`src/rtl/regfile_access_ctrl.sv`:
```
// Single-port register file sequencer/arbiter: splits pair accesses into two bytes.
// Define REGFILE_CTRL_FIXED_PRIO_EN for fixed priority (requester 0 always wins).
module regfile_access_ctrl #(
    parameter int DATA_WIDTH    = 8,
    parameter int ADDRESS_WIDTH = 3
) (
    input  logic                      i_clk,
    input  logic                      i_reset,
    input  logic                      i_req0_valid,
    output logic                      o_req0_ready,
    input  logic                      i_req0_wr,
    input  logic                      i_req0_pair,
    input  logic [ADDRESS_WIDTH-1:0]  i_req0_addr,
    input  logic [2*DATA_WIDTH-1:0]   i_req0_data,
    input  logic                      i_req1_valid,
    output logic                      o_req1_ready,
    input  logic                      i_req1_wr,
    input  logic                      i_req1_pair,
    input  logic [ADDRESS_WIDTH-1:0]  i_req1_addr,
    input  logic [2*DATA_WIDTH-1:0]   i_req1_data,
    output logic                      o_rsp_valid,
    output logic                      o_rsp_id,
    output logic                      o_rsp_err,
    output logic [2*DATA_WIDTH-1:0]   o_rsp_data,
    output logic                      o_rf_wr_en,
    output logic                      o_rf_rd_en,
    output logic [ADDRESS_WIDTH-1:0]  o_rf_addr,
    output logic [DATA_WIDTH-1:0]     o_rf_data,
    input  logic [DATA_WIDTH-1:0]     i_rf_data
);

    localparam int DW = DATA_WIDTH;
    localparam int AW = ADDRESS_WIDTH;
    localparam logic [AW-1:0] MEM_CODE = AW'(6);

    typedef enum logic [2:0] {
        IDLE,
        BYTE0,
        BYTE1,
        CAP,
        RSP
    } state_t;

    state_t state;

    logic          lat_wr;
    logic          lat_pair;
    logic [AW-2:0] lat_pair_sel;
    logic [DW-1:0] lat_lo;

    logic          grant0;
    logic          grant1;
    logic          is_idle;
    logic          accept;

    logic            sel_wr;
    logic            sel_pair;
    logic [AW-1:0]   sel_addr;
    logic [2*DW-1:0] sel_data;
    logic            sel_illegal;

`ifdef REGFILE_CTRL_FIXED_PRIO_EN
    assign grant0 = i_req0_valid;
    assign grant1 = i_req1_valid & ~i_req0_valid;
`else
    // last_grant = 1 means requester 1 won the previous arbitration
    logic last_grant;

    assign grant0 = i_req0_valid & (~i_req1_valid | last_grant);
    assign grant1 = i_req1_valid & (~i_req0_valid | ~last_grant);

    always_ff @(posedge i_clk or negedge i_reset) begin
        if (!i_reset) begin
            last_grant <= 1'b1;
        end else if (accept) begin
            last_grant <= grant1;
        end
    end
`endif

    assign is_idle      = (state == IDLE) & i_reset;
    assign o_req0_ready = is_idle & grant0;
    assign o_req1_ready = is_idle & grant1;
    assign accept       = is_idle & (grant0 | grant1);

    assign sel_wr   = grant1 ? i_req1_wr   : i_req0_wr;
    assign sel_pair = grant1 ? i_req1_pair : i_req0_pair;
    assign sel_addr = grant1 ? i_req1_addr : i_req0_addr;
    assign sel_data = grant1 ? i_req1_data : i_req0_data;

    assign sel_illegal = sel_pair ? (&sel_addr[AW-1:1])
                                  : (sel_addr == MEM_CODE);

    always_ff @(posedge i_clk or negedge i_reset) begin
        if (!i_reset) begin
            state        <= IDLE;
            lat_wr       <= 1'b0;
            lat_pair     <= 1'b0;
            lat_pair_sel <= '0;
            lat_lo       <= '0;
            o_rsp_valid  <= 1'b0;
            o_rsp_id     <= 1'b0;
            o_rsp_err    <= 1'b0;
            o_rsp_data   <= '0;
            o_rf_wr_en   <= 1'b0;
            o_rf_rd_en   <= 1'b0;
            o_rf_addr    <= '0;
            o_rf_data    <= '0;
        end else begin
            unique case (state)
                IDLE: begin
                    if (accept) begin
                        lat_wr       <= sel_wr;
                        lat_pair     <= sel_pair;
                        lat_pair_sel <= sel_addr[AW-1:1];
                        lat_lo       <= sel_data[DW-1:0];
                        o_rsp_id     <= grant1;
                        o_rsp_err    <= sel_illegal;
                        o_rsp_data   <= '0;
                        if (sel_illegal) begin
                            state       <= RSP;
                            o_rsp_valid <= 1'b1;
                        end else begin
                            // Strobes are registered: set up BYTE0 here
                            state      <= BYTE0;
                            o_rf_wr_en <= sel_wr;
                            o_rf_rd_en <= ~sel_wr;
                            o_rf_addr  <= sel_pair ? {sel_addr[AW-1:1], 1'b0}
                                                   : sel_addr;
                            o_rf_data  <= sel_wr ? (sel_pair ? sel_data[2*DW-1:DW]
                                                             : sel_data[DW-1:0])
                                                 : '0;
                        end
                    end
                end
                BYTE0: begin
                    if (lat_pair) begin
                        state      <= BYTE1;
                        o_rf_wr_en <= lat_wr;
                        o_rf_rd_en <= ~lat_wr;
                        o_rf_addr  <= {lat_pair_sel, 1'b1};
                        o_rf_data  <= lat_wr ? lat_lo : '0;
                    end else begin
                        o_rf_wr_en <= 1'b0;
                        o_rf_rd_en <= 1'b0;
                        o_rf_addr  <= '0;
                        o_rf_data  <= '0;
                        if (lat_wr) begin
                            state       <= RSP;
                            o_rsp_valid <= 1'b1;
                        end else begin
                            state <= CAP;
                        end
                    end
                end
                BYTE1: begin
                    o_rf_wr_en <= 1'b0;
                    o_rf_rd_en <= 1'b0;
                    o_rf_addr  <= '0;
                    o_rf_data  <= '0;
                    if (lat_wr) begin
                        state       <= RSP;
                        o_rsp_valid <= 1'b1;
                    end else begin
                        state                   <= CAP;
                        o_rsp_data[2*DW-1:DW]   <= i_rf_data;
                    end
                end
                CAP: begin
                    state             <= RSP;
                    o_rsp_valid       <= 1'b1;
                    o_rsp_data[DW-1:0] <= i_rf_data;
                end
                RSP: begin
                    state       <= IDLE;
                    o_rsp_valid <= 1'b0;
                end
                default: begin
                    state       <= IDLE;
                    o_rsp_valid <= 1'b0;
                    o_rf_wr_en  <= 1'b0;
                    o_rf_rd_en  <= 1'b0;
                end
            endcase
        end
    end

endmodule

```
`config.mk`:
```
export PLATFORM = sky130hd
export DESIGN_NAME = regfile_access_ctrl
export DESIGN_NICKNAME = d
export VERILOG_FILES = /design/src/rtl/regfile_access_ctrl.sv
export SDC_FILE = /design/constraint.sdc
export NUM_CORES = 1
export LEC_CHECK = 0
export BUFFER_PORTS_ARGS = -buffer_cell sky130_fd_sc_hd__buf_2
export CORE_MARGIN = 8
export CORE_UTILIZATION = 50
export DETAILED_ROUTE_END_ITERATION = 8
export PLACE_DENSITY = 0.76
export SLEW_MARGIN = 15
export SYNTH_ARGS = -nofsm -noshare
export SYNTH_HDL_FRONTEND = slang
export SYNTH_SLANG_ARGS = --single-unit
export TNS_END_PERCENT = 100
```
`constraint.sdc`:
```
create_clock -name i_clk -period 2 [get_ports i_clk]
set_input_delay 0 -clock i_clk [delete_from_list [all_inputs] [get_ports i_clk]]
set_output_delay 0 -clock i_clk [all_outputs]
set_load 0.02 [all_outputs]
```
### Yosys cells after proc, flatten, opt, wreduce, memory -nomap -nowiden

Cells that the tools add are included.

* word-level logic and storage cells: 91
* output and inout port bits: 34
* register bits after elaboration: 48

* reductions and logical operators: 12
* eq/ne operators: 10
* bitwise logic cells: 15
* mux-type cells: 39

Operators by type and width (count)
* 8-bit two-way mux: 7
* 16-bit two-way mux: 2
* 8-bit one-hot mux with 2 select lines: 2
* 3-bit two-way mux: 8
* 8-bit one-hot mux with 3 select lines: 1
* 1-bit two-way mux: 14
* 3-bit one-hot mux with 4 select lines: 1
* 3-bit AND reduction: 4
* 2-bit != test (second input constant): 5
* 3-bit one-hot mux with 3 select lines: 1
* 1-bit AND: 6
* 3-bit by 2-bit == test with 1-bit output (second input constant): 2
* 3-bit == test (second input constant): 2
* 1-bit NOT: 6
* 1-bit one-hot mux with 3 select lines: 2
* 2-bit AND reduction: 3
* 1-bit one-hot mux with 4 select lines: 1
* 2-bit nonzero test: 2
* 3-bit by 1-bit == test with 1-bit output (second input constant): 1
* 3-bit zero test: 1
* 1-bit OR: 3
* 3-bit nonzero test: 1
* 2-bit OR reduction: 1

### Logic depth before layout (Yosys ltp)

* depth after elaboration: 9
* gate-level depth with buffers: 7

### Worst setup path after synthesis

No wires, ideal clock.

* path type: register -> register
* from: register state[1]
* to: register o_rf_addr[1]
* path slack: 0.222 ns
* stages on the path, launching flop included: 7
* arrival time: 1.653 ns
* library setup time: 0.125 ns
* path through: dfrtp_1 > buf_2 > or3_1 > a21oi_1 > or3b_1 > buf_6 > mux2_4

* cells in the longest elaborated chain, start to end: 5
* elaborated cells on any way between the ends: 10

RTL lines
* start, declared: line 44 `state_t state;`
* start signal, assigned: line 96 `state <= IDLE;`
* start signal, assigned: line 121 `state <= RSP;`
* start signal, assigned: line 125 `state <= BYTE0;`
* 3-bit zero test: line 81, 110
* 1-bit AND: line 81 `assign is_idle = (state == IDLE) & i_reset;`
* 1-bit AND: line 84 `assign accept = is_idle & (grant0 | grant1);`
* 2-bit != test (no source line)
* 3-bit AND reduction (no source line)
* end signal, assigned: line 128 `o_rf_addr <= sel_pair ? {sel_addr[AW-1:1], 1'b0}`
* end signal, assigned: line 141 `o_rf_addr <= {lat_pair_sel, 1'b1};`
* end, declared: line 27 `output logic [ADDRESS_WIDTH-1:0] o_rf_addr,`

Several ways; a longest one is shown, not always the timed one.
A chain may end at the register's enable or synchronous reset.

### Worst setup path in the final report

* from: register last_grant
* to: register o_rf_data[0]

* cells in the longest elaborated chain, start to end: 9
* elaborated cells on any way between the ends: 22

RTL lines
* start, declared: line 67 `logic last_grant;`
* start signal, assigned: line 76 `last_grant <= grant1;`
* 1-bit NOT: line 70 `assign grant1 = i_req1_valid & (~i_req0_valid | ~last_grant);`
* 1-bit OR: line 70
* 1-bit AND: line 70
* 16-bit two-way mux / 1-bit two-way mux (equally long branches): line 89, 87
* 8-bit two-way mux (2 in series): line 130 `o_rf_data <= sel_wr ? (sel_pair ? sel_data[2*DW-1:DW]`
* 8-bit two-way mux: line 120 `if (sel_illegal) begin`
* 8-bit two-way mux: line 112 `if (accept) begin`
* 8-bit one-hot mux with 3 select lines: line 110 `unique case (state)`
* end signal, assigned: line 130
* end signal, assigned: line 142 `o_rf_data <= lat_wr ? lat_lo : '0;`
* end, declared: line 28 `output logic [DATA_WIDTH-1:0] o_rf_data,`

Several ways; a longest one is shown, not always the timed one. The select of a mux whose other input is x is not followed.

==> results list <==
- Counting distinct cell types in the post-synthesis netlist gives 34.
- The final layout contains 420 nets.
* GPL Wtd Cong: 0.905
- Remaining global-route overflow: 0
- In the global route stage, met1 resource usage came out at 0.224.
- Sequential fraction of design power: 0.361
* Area taken by multi-input logic gates: 1230 um2
* Total of warnings raised by yosys: 0
- At the end of the flow the core is filled with cells to 0.657.
- Final setup violating endpoints: 0
- Of the synthesized area, sequential elements account for 0.469.
- Layout area overhead: 29.2%
* Type of the worst min-delay path: primary input to flop
- CP Launch Point: last_grant
* DIE WIDTH: ~88 um
- Final critical delay including setup and external delays: roughly 1900 ps
- Averaged over all synthesized cells, the footprint is ~9.7 um2.
- Result of the run: complete, no violations
- Commonest non-fill, non-tap cells in the layout: 87 x sky130_fd_sc_hd__buf_2, 47 x sky130_fd_sc_hd__dfrtp_1, 29 x sky130_fd_sc_hd__a21oi_1, 25 x sky130_fd_sc_hd__nor2_1, 22 x sky130_fd_sc_hd__mux2i_1
- Number of synthesized flops with an enable pin: 0
- Largest net degree at the start of global routing: 51
- In this run the cell area of the synthesized design comes to 2570 um2.
- Met2 Usage GRT: 0.330
* Final wirelength: approximately 7000 um
- Endpoint class of the critical path: flop
- TritonCTS clock tree: built
* Number of maximum-capacitance constraint violations: 0
* Synth Instances: between 200 and 300
- Total GRT Usage: 0.190
* Drt drc: 0
- Max stage delay cell, worst path: sky130_fd_sc_hd__mux2_2
- Transition time at the pin with the least slew margin: between 600 and 700 ps
- CORE AREA: just over 5000 um2
- Data on the critical path arrives at its endpoint at about 2100 ps.
* TritonCTS Buffers: 5
- The analysis attributes to net switching a power of around 2 mW.
- Fin Setup TNS: 0 ps
- Layout cells sized above 1: 0.342
- The clock passes through at most 2 buffers.
- Leaving out fill and tap cells, the most frequent cell in the layout is sky130_fd_sc_hd__buf_2.
- Start point of the worst hold path: i_req0_data[4]
* IO buf count: between 80 and 90
- Derived from the worst setup path, the maximum achievable clock frequency is about 530 MHz.
- Type of origin of the critical path: flop
- The synthesized design contains 48 register bits.
* Fraction of the cycle the final worst path needs: 0.943
- Wirelength per Cell: ~16 um
- Clock latency on the worst-skew pair: 290 ps
* Clock tree skew after final layout: between 9 and 10 ps
- CTS sink cnt: 48
- Global-route wire length before repair: 11400 um
- For met3 alone, demand over resource in global routing was 0.0488.
- Number of DRC markers in iteration 0: about 110
* Number of nets with antenna violations after detailed routing: 0
- The first TritonRoute pass finished after 4 iterations.
- Setup repair after global routing missed its margin: no
- Worst path cell trace: a21boi_4, buf_4, mux2_2, a32o_1, mux2_4
- At the worst endpoint, the required time is between 2000 and 2500 ps.
* Slew Viols, Final: 0
- Root cell of the clock tree: sky130_fd_sc_hd__clkbuf_8
- After legalization and detailed placement, the total HPWL measured about 5200 um.
- Inserted Diodes: 0
- Count of endpoints failing hold in the final timing report: 0
* Mean number of vias per cell: 5.44
* Relative slew slack: 0.591
- After clock tree synthesis, the clock-pin slew on the worst setup and hold paths is approximately 80 ps.
- In this run the most used layer during global routing was met2.
* Area after DPL: roughly 3100 um2
* Clock share of power: 0.115
* Switching Share: 0.419
- Relative contribution of combinational cells to total power: 0.525
- Vias in the first global route: around 2500
* I/O pin count: 88
- By startpoint and endpoint, the worst setup path is classified as flop to flop.
* Number of fill cells in the layout: slightly above 400
- Final instance area: about 3300 um2
- Synth Net Count: ~320
- For this configuration, the core starts out at a cell density of 0.509.
- The number of antenna violations at the first check in global routing came to 0.
* Vertical die dimension: between 80 and 90 um
* Share of synthesized flip-flops with an asynchronous set or reset: 1.00
- Via count: around 2400
- The floorplan has 26 rows.
- Maximum ir drop on the vdd rail: around 0.64 mV
- In the final layout, flip-flops and latches occupy approximately 1200 um2.
- The most used flip-flop cell after synthesis is sky130_fd_sc_hd__dfrtp_1.
- Dividing total power by cell area gives a power density of approximately 1400 nW/um2.
* Worst reg2reg path startpoint: last_grant
- Cell internal power was estimated by the tool at about 2.7 mW.
- Stage delay of the slowest cell on the critical path: between 400 and 500 ps
- The H-tree generated during clock tree synthesis spans 2 levels.
* Top fanout value on the critical path: 11
- Leakage component of the power: 1.64 nW
* Die area: between 7000 and 8000 um2
## cell families after synthesis
family,synth area share
and+or+nand+nor,0.153
AOI/OAI and AO/OA,0.176
muxes,0.152
DFF,0.469
buffers and inverters,0.0512
## routing by layer
layer,part of all wire,up-vias
met5,0,-
met4,0.0076,0
met3,0.065,4
met2,0.51,75
met1,0.41,1161
li1,-,1134
## flip-flops by register name (all words and copies together) (netlist names)
name          flops
lat_lo            8
o_rsp_err         1
o_rsp_data       16
state             3
lat_pair          1
o_rsp_id          1
o_rf_wr_en        1
lat_wr            1
o_rf_addr         3
lat_pair_sel      2
o_rf_data         8
last_grant        1
o_rsp_valid       1
o_rf_rd_en        1
## cells in the mapped netlist, types with 2 or more instances
cell                        n  area (um2)
sky130_fd_sc_hd__nor2b_1    8        50.1
sky130_fd_sc_hd__o21ai_0   20         100
sky130_fd_sc_hd__nand2b_1   5        31.3
sky130_fd_sc_hd__clkbuf_1   8        30.0
sky130_fd_sc_hd__a211oi_1   8        60.1
sky130_fd_sc_hd__a32o_1     8        80.1
sky130_fd_sc_hd__a21o_1     2        15.0
sky130_fd_sc_hd__a21oi_1   29         145
sky130_fd_sc_hd__buf_2      6        30.0
sky130_fd_sc_hd__inv_1     13        48.8
sky130_fd_sc_hd__dfrtp_1   47        1180
sky130_fd_sc_hd__nand3_1    8        40.0
sky130_fd_sc_hd__nand2_1   20        75.1
sky130_fd_sc_hd__nand4b_1   2        17.5
sky130_fd_sc_hd__nor2_1    26        97.6
sky130_fd_sc_hd__buf_6      2        22.5
sky130_fd_sc_hd__mux2_4     9         135
sky130_fd_sc_hd__nor3_1     2        10.0
sky130_fd_sc_hd__mux2i_1   22         220
sky130_fd_sc_hd__mux2_2     3        33.8
sky130_fd_sc_hd__o32a_1     2        20.0
sky130_fd_sc_hd__and2_1     2        12.5
## power by group through the flow
stage | Combinational, mW | Sequential (mW) | Clock (mW)
floorplan | 1.31 | 1.98 | 0
global placement | 2.37 | 1.69 | 0
detailed placement | 2.44 | 1.69 | 0
CTS | 2.46 | 1.68 | 0.556
global route | 2.66 | 1.74 | 0.601
finish | 2.45 | 1.68 | 0.536
## metrics by stage
step	setup WS [ps]	total power [mW]	cells	hold WS, ps
2_1_floorplan	222	3.29	264	-296
3_3_place_gp	183	4.05	420	207
3_5_place_dp	126	4.14	420	207
4_1_cts	114	4.70	436	6.29
5_1_grt	49.8	5.01	436	23.3
6_report	114	4.67	436	10.5
## worst max-delay path: cells and delay by family (launching register included)
kind,cells,cell delay (ps)
AO/OA/AOI/OAI,2,440
buffers and inverters,1,220
flip-flops,1,390
multiplexers,2,730
## area by class of cell
| class | instances | area share |
|---|---|---|
| sequential | 48 | 0.363 |
| tap | 70 | 0.0264 |
| multi-input combinational | 187 | 0.373 |
| clock buffer | 6 | 0.0219 |
| inverter | 13 | 0.0147 |
| timing repair buffer | 111 | 0.200 |
| clock inverter | 1 | 0.00151 |
## timing repair
item | 4_1_cts | 5_1_grt
gates resized for setup | 0 | 0
setup buffers | 0 | 0
hold endpoints to repair | 63 | 0
hold buffers | 9 | 0
## path summary, 6_finish.rpt
check,endpoint,cells after the start,slack (ps)
min in group asynchronous,o_rsp_data[13],3,420
worst min register to register,o_rsp_id,2,500
max in group asynchronous,o_rf_data[6],3,1170
worst max-delay path,o_rf_data[0],5,110
worst max register to register,o_rf_data[0],5,110
worst min-delay path,lat_lo[4],3,10
Power figures use the tool's default switching activity.
